`config.mk`:
```
export PLATFORM = sky130hd
export DESIGN_NAME = hazard_unit
export DESIGN_NICKNAME = d
export VERILOG_FILES = /design/src/rtl/hazard_unit_pkg.sv /design/src/rtl/hazard_stage_reg.sv /design/src/rtl/hazard_unit.sv
export SDC_FILE = /design/constraint.sdc
export NUM_CORES = 1
export LEC_CHECK = 0
export ABC_AREA = 0
export BUFFER_PORTS_ARGS = -buffer_cell sky130_fd_sc_hd__buf_2
export CORE_MARGIN = 3
export CORE_UTILIZATION = 55
export CTS_BUF_LIST = sky130_fd_sc_hd__clkbuf_4
export CTS_CLUSTER_DIAMETER = 50
export CTS_CLUSTER_SIZE = 20
export DETAILED_ROUTE_END_ITERATION = 8
export MAX_ROUTING_LAYER = met4
export PLACE_DENSITY = 0.81
export SLEW_MARGIN = 20
export SYNTH_ARGS = -nofsm -noshare
export SYNTH_HDL_FRONTEND = slang
export SYNTH_SLANG_ARGS = --single-unit
```
`constraint.sdc`:
```
create_clock -name clk -period 3 [get_ports clk]
set_input_delay 0.15 -clock clk [delete_from_list [all_inputs] [get_ports clk]]
set_output_delay 0.15 -clock clk [all_outputs]
set_load 0.1 [all_outputs]
```
`src/rtl/hazard_unit_pkg.sv`:
```
// Shared core encodings for the pipeline hazard logic and the datapath muxes.
package hazard_unit_pkg;

    // Select encodings for the Execute operand 3:1 muxes. 2'b11 is never driven.
    typedef enum logic [1:0] {
        FWD_RF  = 2'b00,
        FWD_WB  = 2'b01,
        FWD_MEM = 2'b10
    } fwd_sel_e;

    // Result source of an instruction.
    typedef enum logic [1:0] {
        RES_ALU  = 2'b00,
        RES_LOAD = 2'b01,
        RES_PC4  = 2'b10
    } result_src_e;

    // Shadow of the ID/EX register: only the fields hazard detection needs.
    typedef struct packed {
        logic [4:0] rs1;
        logic [4:0] rs2;
        logic [4:0] rd;
        logic       reg_write;
        logic [1:0] result_src;
    } stage_e_t;

    // Shadow of EX/MEM and MEM/WB: destination and write enable only.
    typedef struct packed {
        logic [4:0] rd;
        logic       reg_write;
    } stage_mw_t;

    // MEM has priority over WB because it holds the younger write.
    // x0 is hardwired to zero, so it is never a forwarding source.
    function automatic logic [1:0] fwd_sel(input logic [4:0] rs,
                                           input logic [4:0] rd_m,
                                           input logic       rw_m,
                                           input logic [4:0] rd_w,
                                           input logic       rw_w);
        logic [1:0] sel;
        sel = FWD_RF;
        if (rs != 5'd0 && rs == rd_m && rw_m)
            sel = FWD_MEM;
        else if (rs != 5'd0 && rs == rd_w && rw_w)
            sel = FWD_WB;
        return sel;
    endfunction

endpackage

```
`src/rtl/hazard_stage_reg.sv`:
```
// One shadow pipeline stage: loads a zero bubble on request, clears on reset.
module hazard_stage_reg #(
    parameter int W = 6
) (
    input  logic         clk,
    input  logic         rst,
    input  logic         bubble_i,
    input  logic [W-1:0] d_i,
    output logic [W-1:0] q_o
);

    logic [W-1:0] stage_q;
    logic [W-1:0] stage_d;

    // Bubble replaces the incoming instruction with an all-zero no-op.
    always_comb begin
        stage_d = d_i;
        if (bubble_i)
            stage_d = '0;
    end

    // Stage register with asynchronous clear.
    always_ff @(posedge clk or posedge rst) begin
        if (rst)
            stage_q <= '0;
        else
            stage_q <= stage_d;
    end

    assign q_o = stage_q;

endmodule

```
`src/rtl/hazard_unit.sv`:
```
// Pipeline hazard unit: operand forwarding, load-use stall, branch flush,
// plus saturating event counters for stall and flush cycles.
module hazard_unit
    import hazard_unit_pkg::*;
(
    input  logic        clk,
    input  logic        rst,
    input  logic [4:0]  Rs1D,
    input  logic [4:0]  Rs2D,
    input  logic [4:0]  RdD,
    input  logic        RegWriteD,
    input  logic [1:0]  ResultSrcD,
    input  logic        PCSrcE,
    output logic [1:0]  ForwardAE,
    output logic [1:0]  ForwardBE,
    output logic        StallF,
    output logic        StallD,
    output logic        FlushD,
    output logic        FlushE,
    output logic [31:0] StallCount,
    output logic [31:0] FlushCount
);

    stage_e_t  e_d, e_q;
    stage_mw_t m_d, m_q;
    stage_mw_t w_q;
    logic      lu_stall;
    logic      flush_e;

    logic [31:0] stall_cnt_q, stall_cnt_d;
    logic [31:0] flush_cnt_q, flush_cnt_d;

    // Decode fields captured into the E shadow.
    always_comb begin
        e_d            = '0;
        e_d.rs1        = Rs1D;
        e_d.rs2        = Rs2D;
        e_d.rd         = RdD;
        e_d.reg_write  = RegWriteD;
        e_d.result_src = ResultSrcD;
    end

    // M always takes what E held; W follows M in the stage instance below.
    always_comb begin
        m_d           = '0;
        m_d.rd        = e_q.rd;
        m_d.reg_write = e_q.reg_write;
    end

    hazard_stage_reg #(.W($bits(stage_e_t))) u_stage_e (
        .clk      (clk),
        .rst      (rst),
        .bubble_i (flush_e),
        .d_i      (e_d),
        .q_o      (e_q)
    );

    hazard_stage_reg #(.W($bits(stage_mw_t))) u_stage_m (
        .clk      (clk),
        .rst      (rst),
        .bubble_i (1'b0),
        .d_i      (m_d),
        .q_o      (m_q)
    );

    hazard_stage_reg #(.W($bits(stage_mw_t))) u_stage_w (
        .clk      (clk),
        .rst      (rst),
        .bubble_i (1'b0),
        .d_i      (m_q),
        .q_o      (w_q)
    );

    // Stall only on a real load into a nonzero register that Decode reads;
    // a taken branch squashes the consumer anyway, so the flush wins.
    always_comb begin
        lu_stall = (e_q.result_src == RES_LOAD) && (e_q.rd != 5'd0) &&
                   ((e_q.rd == Rs1D) || (e_q.rd == Rs2D)) && !PCSrcE;
        flush_e  = lu_stall || PCSrcE;
    end

    // Forward selects are combinational from registered shadow state.
    always_comb begin
        ForwardAE = fwd_sel(e_q.rs1, m_q.rd, m_q.reg_write, w_q.rd, w_q.reg_write);
        ForwardBE = fwd_sel(e_q.rs2, m_q.rd, m_q.reg_write, w_q.rd, w_q.reg_write);
        StallF    = lu_stall;
        StallD    = lu_stall;
        FlushD    = PCSrcE;
        FlushE    = flush_e;
    end

    // Counters stick at all-ones instead of wrapping.
    always_comb begin
        stall_cnt_d = stall_cnt_q;
        flush_cnt_d = flush_cnt_q;
        if (lu_stall && stall_cnt_q != 32'hFFFF_FFFF)
            stall_cnt_d = stall_cnt_q + 32'd1;
        if (PCSrcE && flush_cnt_q != 32'hFFFF_FFFF)
            flush_cnt_d = flush_cnt_q + 32'd1;
    end

    // Counter registers with asynchronous clear.
    always_ff @(posedge clk or posedge rst) begin
        if (rst) begin
            stall_cnt_q <= '0;
            flush_cnt_q <= '0;
        end else begin
            stall_cnt_q <= stall_cnt_d;
            flush_cnt_q <= flush_cnt_d;
        end
    end

    assign StallCount = stall_cnt_q;
    assign FlushCount = flush_cnt_q;

endmodule

```
======== After elaboration in Yosys (flattened, before gate mapping) ========
Index checks and enable logic that the tools add are counted.
cells by class
  add/subtract/negate cells ............... 2
  $mul .................................... 0
  div/mod/pow operators ................... 0
  magnitude comparators ................... 0
  equality and inequality tests ........... 9
  shift operators ......................... 0
  multiplexer cells ....................... 5
  bitwise gates (word level) .............. 0
  reductions and logical operators ........ 19
operators by type and width
  kind                                                 number
  adder 32 x 1 -> 32 bit, second input constant        2
  != test 32 bit, second input constant                2
  equality test 5 bit                                  6
  two-way mux 18 bit                                   1
  nonzero test 5 bit                                   3
  logical AND 1 bit                                    13
  two-way mux 2 bit                                    2
  equality test 2 x 1 -> 1 bit, second input constant  1
  logical OR 1 bit                                     2
  two-way mux 1 bit                                    2
  zero test 1 bit                                      1
word-level totals
  register bits after elaboration ......... 94
  latch bits .............................. 0
  RAM bits ................................ 0
  bits in read-only memories .............. 0
  input bits .............................. 21
  output and inout port bits .............. 72
  memories kept ........................... 0

======== Longest topological paths before layout ========
  depth in word-level cells ............... 6
  depth in mapped cells ................... 8
  gate-level depth less buffers ........... 7

======== Modules after synthesis ========
A second synthesis with hierarchy kept.
unflattened totals
  cell total of the unflattened synthesis .. 407
  area, all modules ....................... 4460.5 um2
modules (own cells, without submodules)
  module                             instances  cells each  area each (um2)  sequential area each (um2)
  hazard_unit                        1          343         3494.6           1601.5
  hazard_stage_reg at u_stage_e      1          38          583.1            450.4
  hazard_stage_reg at u_stage_m ...  2          13          191.4            150.1

======== Worst setup path before layout ========
OpenSTA, ideal clock, no wires.
  kind .................................... reg-to-output
  start ................................... register u_stage_e.stage_q[10], in the netlist u_stage_e.q_o[10]
  end ..................................... output port ForwardBE[0]
  data arrival time ....................... 5.510 ns
  required time ........................... 2.850 ns
  slack ................................... -2.660 ns
  stages on the path, launching flop included .. 5
  cells stage by stage .................... dfrtp_1 > or4_1 > nor2_1 > nor4_1 > nor4_1
on the way
  word-level cells in the longest chain between the ends .. 5
RTL lines
  element                                                           line                                          text
  start: declaration                                                hazard_stage_reg.sv:12                        logic [W-1:0] stage_q;
  start signal: assignment                                          hazard_stage_reg.sv:27                        stage_q <= stage_d;
  equality test 5 bit / nonzero test 5 bit (equally long branches)  hazard_unit_pkg.sv:44, hazard_unit_pkg.sv:42
  logical AND 1 bit (2 in a row)                                    hazard_unit_pkg.sv:44                         else if (rs != 5'd0 && rs == rd_w && rw_w)
  two-way mux 1 bit                                                 hazard_unit_pkg.sv:44
  two-way mux 2 bit *                                               hazard_unit_pkg.sv:42                         if (rs != 5'd0 && rs == rd_m && rw_m)
  end: declaration                                                  hazard_unit.sv:15                             output logic [1:0] ForwardBE,
Every way passes the cells marked *; elsewhere a longest branch is shown, timed or not.

======== Final worst setup path ========
  start ................................... register u_stage_e.stage_q[4], in the netlist u_stage_e.q_o[4]
  end ..................................... output port StallF
on the way
  word-level cells in the longest chain between the ends .. 4
RTL lines
  element                                                           line                                  text
  equality test 5 bit / nonzero test 5 bit (equally long branches)  hazard_unit.sv:78, hazard_unit.sv:77
  logical OR 1 bit / logical AND 1 bit (equally long branches)      hazard_unit.sv:78, hazard_unit.sv:77
  logical AND 1 bit *                                               hazard_unit.sv:77                     lu_stall = (e_q.result_src == RES_LOAD) && (e_q.rd != 5'd0) &&
  logical AND 1 bit *                                               hazard_unit.sv:78                     ((e_q.rd == Rs1D) || (e_q.rd == Rs2D)) && !PCSrcE;
  end: declaration                                                  hazard_unit.sv:16                     output logic StallF,
Marked as above.

==> impl_results.md <==
* Status: completed
* Seq cells post-synth at 94
* Crit-path cells: or4_1 > o21ai_0 > or3_1 > inv_1 > buf_2
* Global-route wire length before repair at 15800 um
* Largest family of logic cells by synthesized area: simple AND/OR/NAND/NOR gates
* YS warnings at 0
* Post-Synthesis Cells at 397
* Yosys top cell area share at 52.9%
* Post-layout min period at 2.82 ns
* Crit path from: u_stage_e.q_o[4]$_DFF_PP0_
* Place WS at 0.547 ns
* Core Area at 7770 sq um
* Syn Area/Cell at 11.2 sq um
* Max-cap violations at 0
* Worst-Margin Slew at 0.809 ns
* Ys flop type: dfrtp_1
* Routed wire per std cell at 15.6 um
* CP Launch Type: register
* WP buf/inv at 2
* Vias in the first global route at 3322
* Num rows at 32
* CTS Sinks at 94
* H-tree Lvls at 3
* Fill count at 597
* Synthesized area at 4450 sq um
* Comb pwr share at 25.8%
* Die Height at 95.9 um
* Unrepaired setup endpoints after global routing: no
* Via/cell ratio at 5.47
* Drt drc at 0
* Number of routed nets with antenna violations at 0
* Hold Vio Cnt, Final at 0
* GRT Resource Usage Total at 22.8%
* Peak VDD IR at 313 uV
* Clock network power share at 23.9%
* Drt first pass iters at 4
* Mux share of post-synthesis cell area at 0.506%
* Cell variety after synth at 40
* Setup Fix Bufs, Post-CTS at 0
* Cell taking the most area after synthesis: dfrtp_1
* Post-synthesis adder-cell area fraction at 0.563%
* NetSw at 0.00107 W
* Starting Density at 57.2%
* Port Buffers at 92
* Drt total wl at 9630 um
* Area Overhead vs Synth at 20.8%
* Worst Skew at 0.0157 ns
* Final setup vio count at 0
* Sw frac at 37.6%
* Die footprint at 9200 sq um
* Critical path's slowest cell: or4_1
* Clk_lat worst skew at 0.42 ns
* Post-synth EDFFs at 0
* Clock buffer depth at 2
* Share of cells above drive strength 1 at 25.9%
* CP Class: reg2out
* Largest cells by area after synthesis: dfrtp_1 53%, xnor2_1 9.8%, xor2_1 7.5%, nand4_1 4.5%, and2_1 3.1%
* Worst slew margin at 46.0%
* Cell family with most CP delay: simple AND/OR/NAND/NOR gates
* Seq/Total Area, Yosys at 52.9%
* Min-Delay Startpoint: PCSrcE
* Hold Crit Class: in2reg
* Sequential share of power at 50.4%
* N_diodes at 0
* Final #Nets at 535
* Worst setup EP type: output port
* Dpl cells at 584
* Total grt overflow at 0
* Crit-path max FO at 8
* Final cell count without fillers at 619
* Reg clk slew, reported paths at 0.13 ns
* Async S/R FF share, synth at 100%
* Antenna violations before repair at 0
* Critical Path RT at 2.85 ns
* Post-synthesis xor/xnor area fraction at 17.3%
* Power per Cell Area at 532 nW/um^2
* Clk root buf: clkbuf_4
* Placer's final routability congestion estimate at 0.858
* Worst EP arrival at 2.67 ns
* Post-route setup slack at 0.176 ns
* Syn_nets at 420
* DRT iter0 DRCs at 170
* Largest net degree at the start of global routing at 49
* Slew Limit Fails at 0
* Worst path max stage delay at 0.55 ns
* DIE WIDTH at 95.9 um
* Final period util at 94.1%
* Internal power at 0.00178 W
* Ports at 93
* Detailed placement HPWL at 6710 um
* Synth Area in Compound Gates at 2.14%
* Total vias in the final route at 3383
* Inserted Clock Buffers at 9
* P_leak at 2.72 nW
* Post-Synth Simple-Gate Area at 24.3%
* Worst r2r src: StallCount[0]$_DFFE_PP0P_
* CTS tree: yes
* Final core occ at 69.1%
* Max Fclk at 354 MHz
[sequential cells by signal (all words and copies together), names as in the netlist]
name	count
u_stage_w.q_o	6
StallCount	32
u_stage_m.q_o	6
u_stage_e.q_o	18
FlushCount	32
[layout by cell type, fill, tap and decap left out, types with 4 or more instances in the layout]
cell and instances:
dlygate4sd3_1 19, and3_1 12, a21oi_1 4, nor3_1 17, nand4_1 32, buf_2 92, and2_1 22, clkbuf_4 12
nor4_4 5, nand3_1 24, xnor2_1 50, nor2_1 18, nand2_1 24, dfrtp_1 94, inv_1 10, xor2_1 38
[Yosys cell counts (2+ instances only)]
library cell and count:
nand4_1 32, nand2_1 24, inv_1 11, nor3_2 2, or3_1 2, nor3_1 18
nand2b_1 2, and2_1 22, nor4_2 2, or4_1 2, dfrtp_1 94, xor2_1 38
clkbuf_1 3, mux2_2 2, buf_4 2, and3_1 12, ha_1 2, nand3_1 24
nor4_1 4, xnor2_1 50, a21oi_1 4, nand4_2 2, buf_2 3, nor2_1 19
and4_1 3, nor4_4 4
[final cells by class]
class / count / area [sq um] / area share (%)
inverter: 11 / 42.5 / 0.792
timing repair buffer: 114 / 686 / 12.8
multi-input combinational: 282 / 2020 / 37.7
clock buffer: 12 / 90.1 / 1.68
clock inverter: 4 / 47.5 / 0.885
tap: 102 / 128 / 2.38
sequential: 94 / 2350 / 43.8
[path summary, 6_finish.rpt]
check | end | slack, ns | depth (start not counted)
max | StallF | 0.18 | 5
min | FlushCount[0]$_DFFE_PP0P_ | 0.11 | 3
max reg2reg | StallCount[1]$_DFFE_PP0P_ | 0.49 | 7
min reg2reg | u_stage_m.q_o[0]$_DFF_PP0_ | 0.36 | 0
max in group asynchronous | StallCount[20]$_DFFE_PP0P_ | 1.87 | 4
min in group asynchronous | u_stage_e.q_o[7]$_DFF_PP0_ | 0.41 | 3
[tightest hold or removal path, cell delays in order]
cell     delay (ns)
buf_2          0.17
nand2_1        0.12
xnor2_1        0.07
[per-stage QoR]
stage	hold WS [ns]	area (sq um)	TNS [ns]	total power, W
after floorplan	0.279	4480	-0.235	0.00204
after global placement	0.311	5040	0	0.00217
after detailed placement	0.320	5040	0	0.00218
after CTS	0.0838	5370	0	0.00288
after global routing	0.129	5370	0	0.00298
final	0.113	5370	0	0.00286
[metal layers]
layer  global-route usage (%)  vias up  wire length (um)
met1                     29.9     1671              4340
met4                     8.41        0               179
met5                        -        -                 0
li1                         -     1615                 -
met2                     36.2       82              4680
met3                     3.28       15               426
[logic make-up after synthesis]
group | count (synthesis)
muxes | 2
and+or+nand+nor | 179
buffers and inverters | 21
AOI/OAI and AO/OA | 11
xor gates and xnor gates | 88
DFF | 94
adders and majority gates | 2
[power groups by stage]
stage / sequential (W) / clock, W / combinational (W)
6_report: 0.00144 / 0.000682 / 0.000736
5_1_grt: 0.00145 / 0.000748 / 0.000778
4_1_cts: 0.00144 / 0.000700 / 0.000741
3_5_place_dp: 0.00146 / 0 / 0.000719
3_3_place_gp: 0.00146 / 0 / 0.000710
2_1_floorplan: 0.00184 / 0 / 0.000200
[repair_timing]
item | 4_1_cts | 5_1_grt
hold buffers | 19 | 0
hold endpoints to repair | 64 | 0
gates resized for setup | 0 | 0
(Power assumes the default switching activity.)
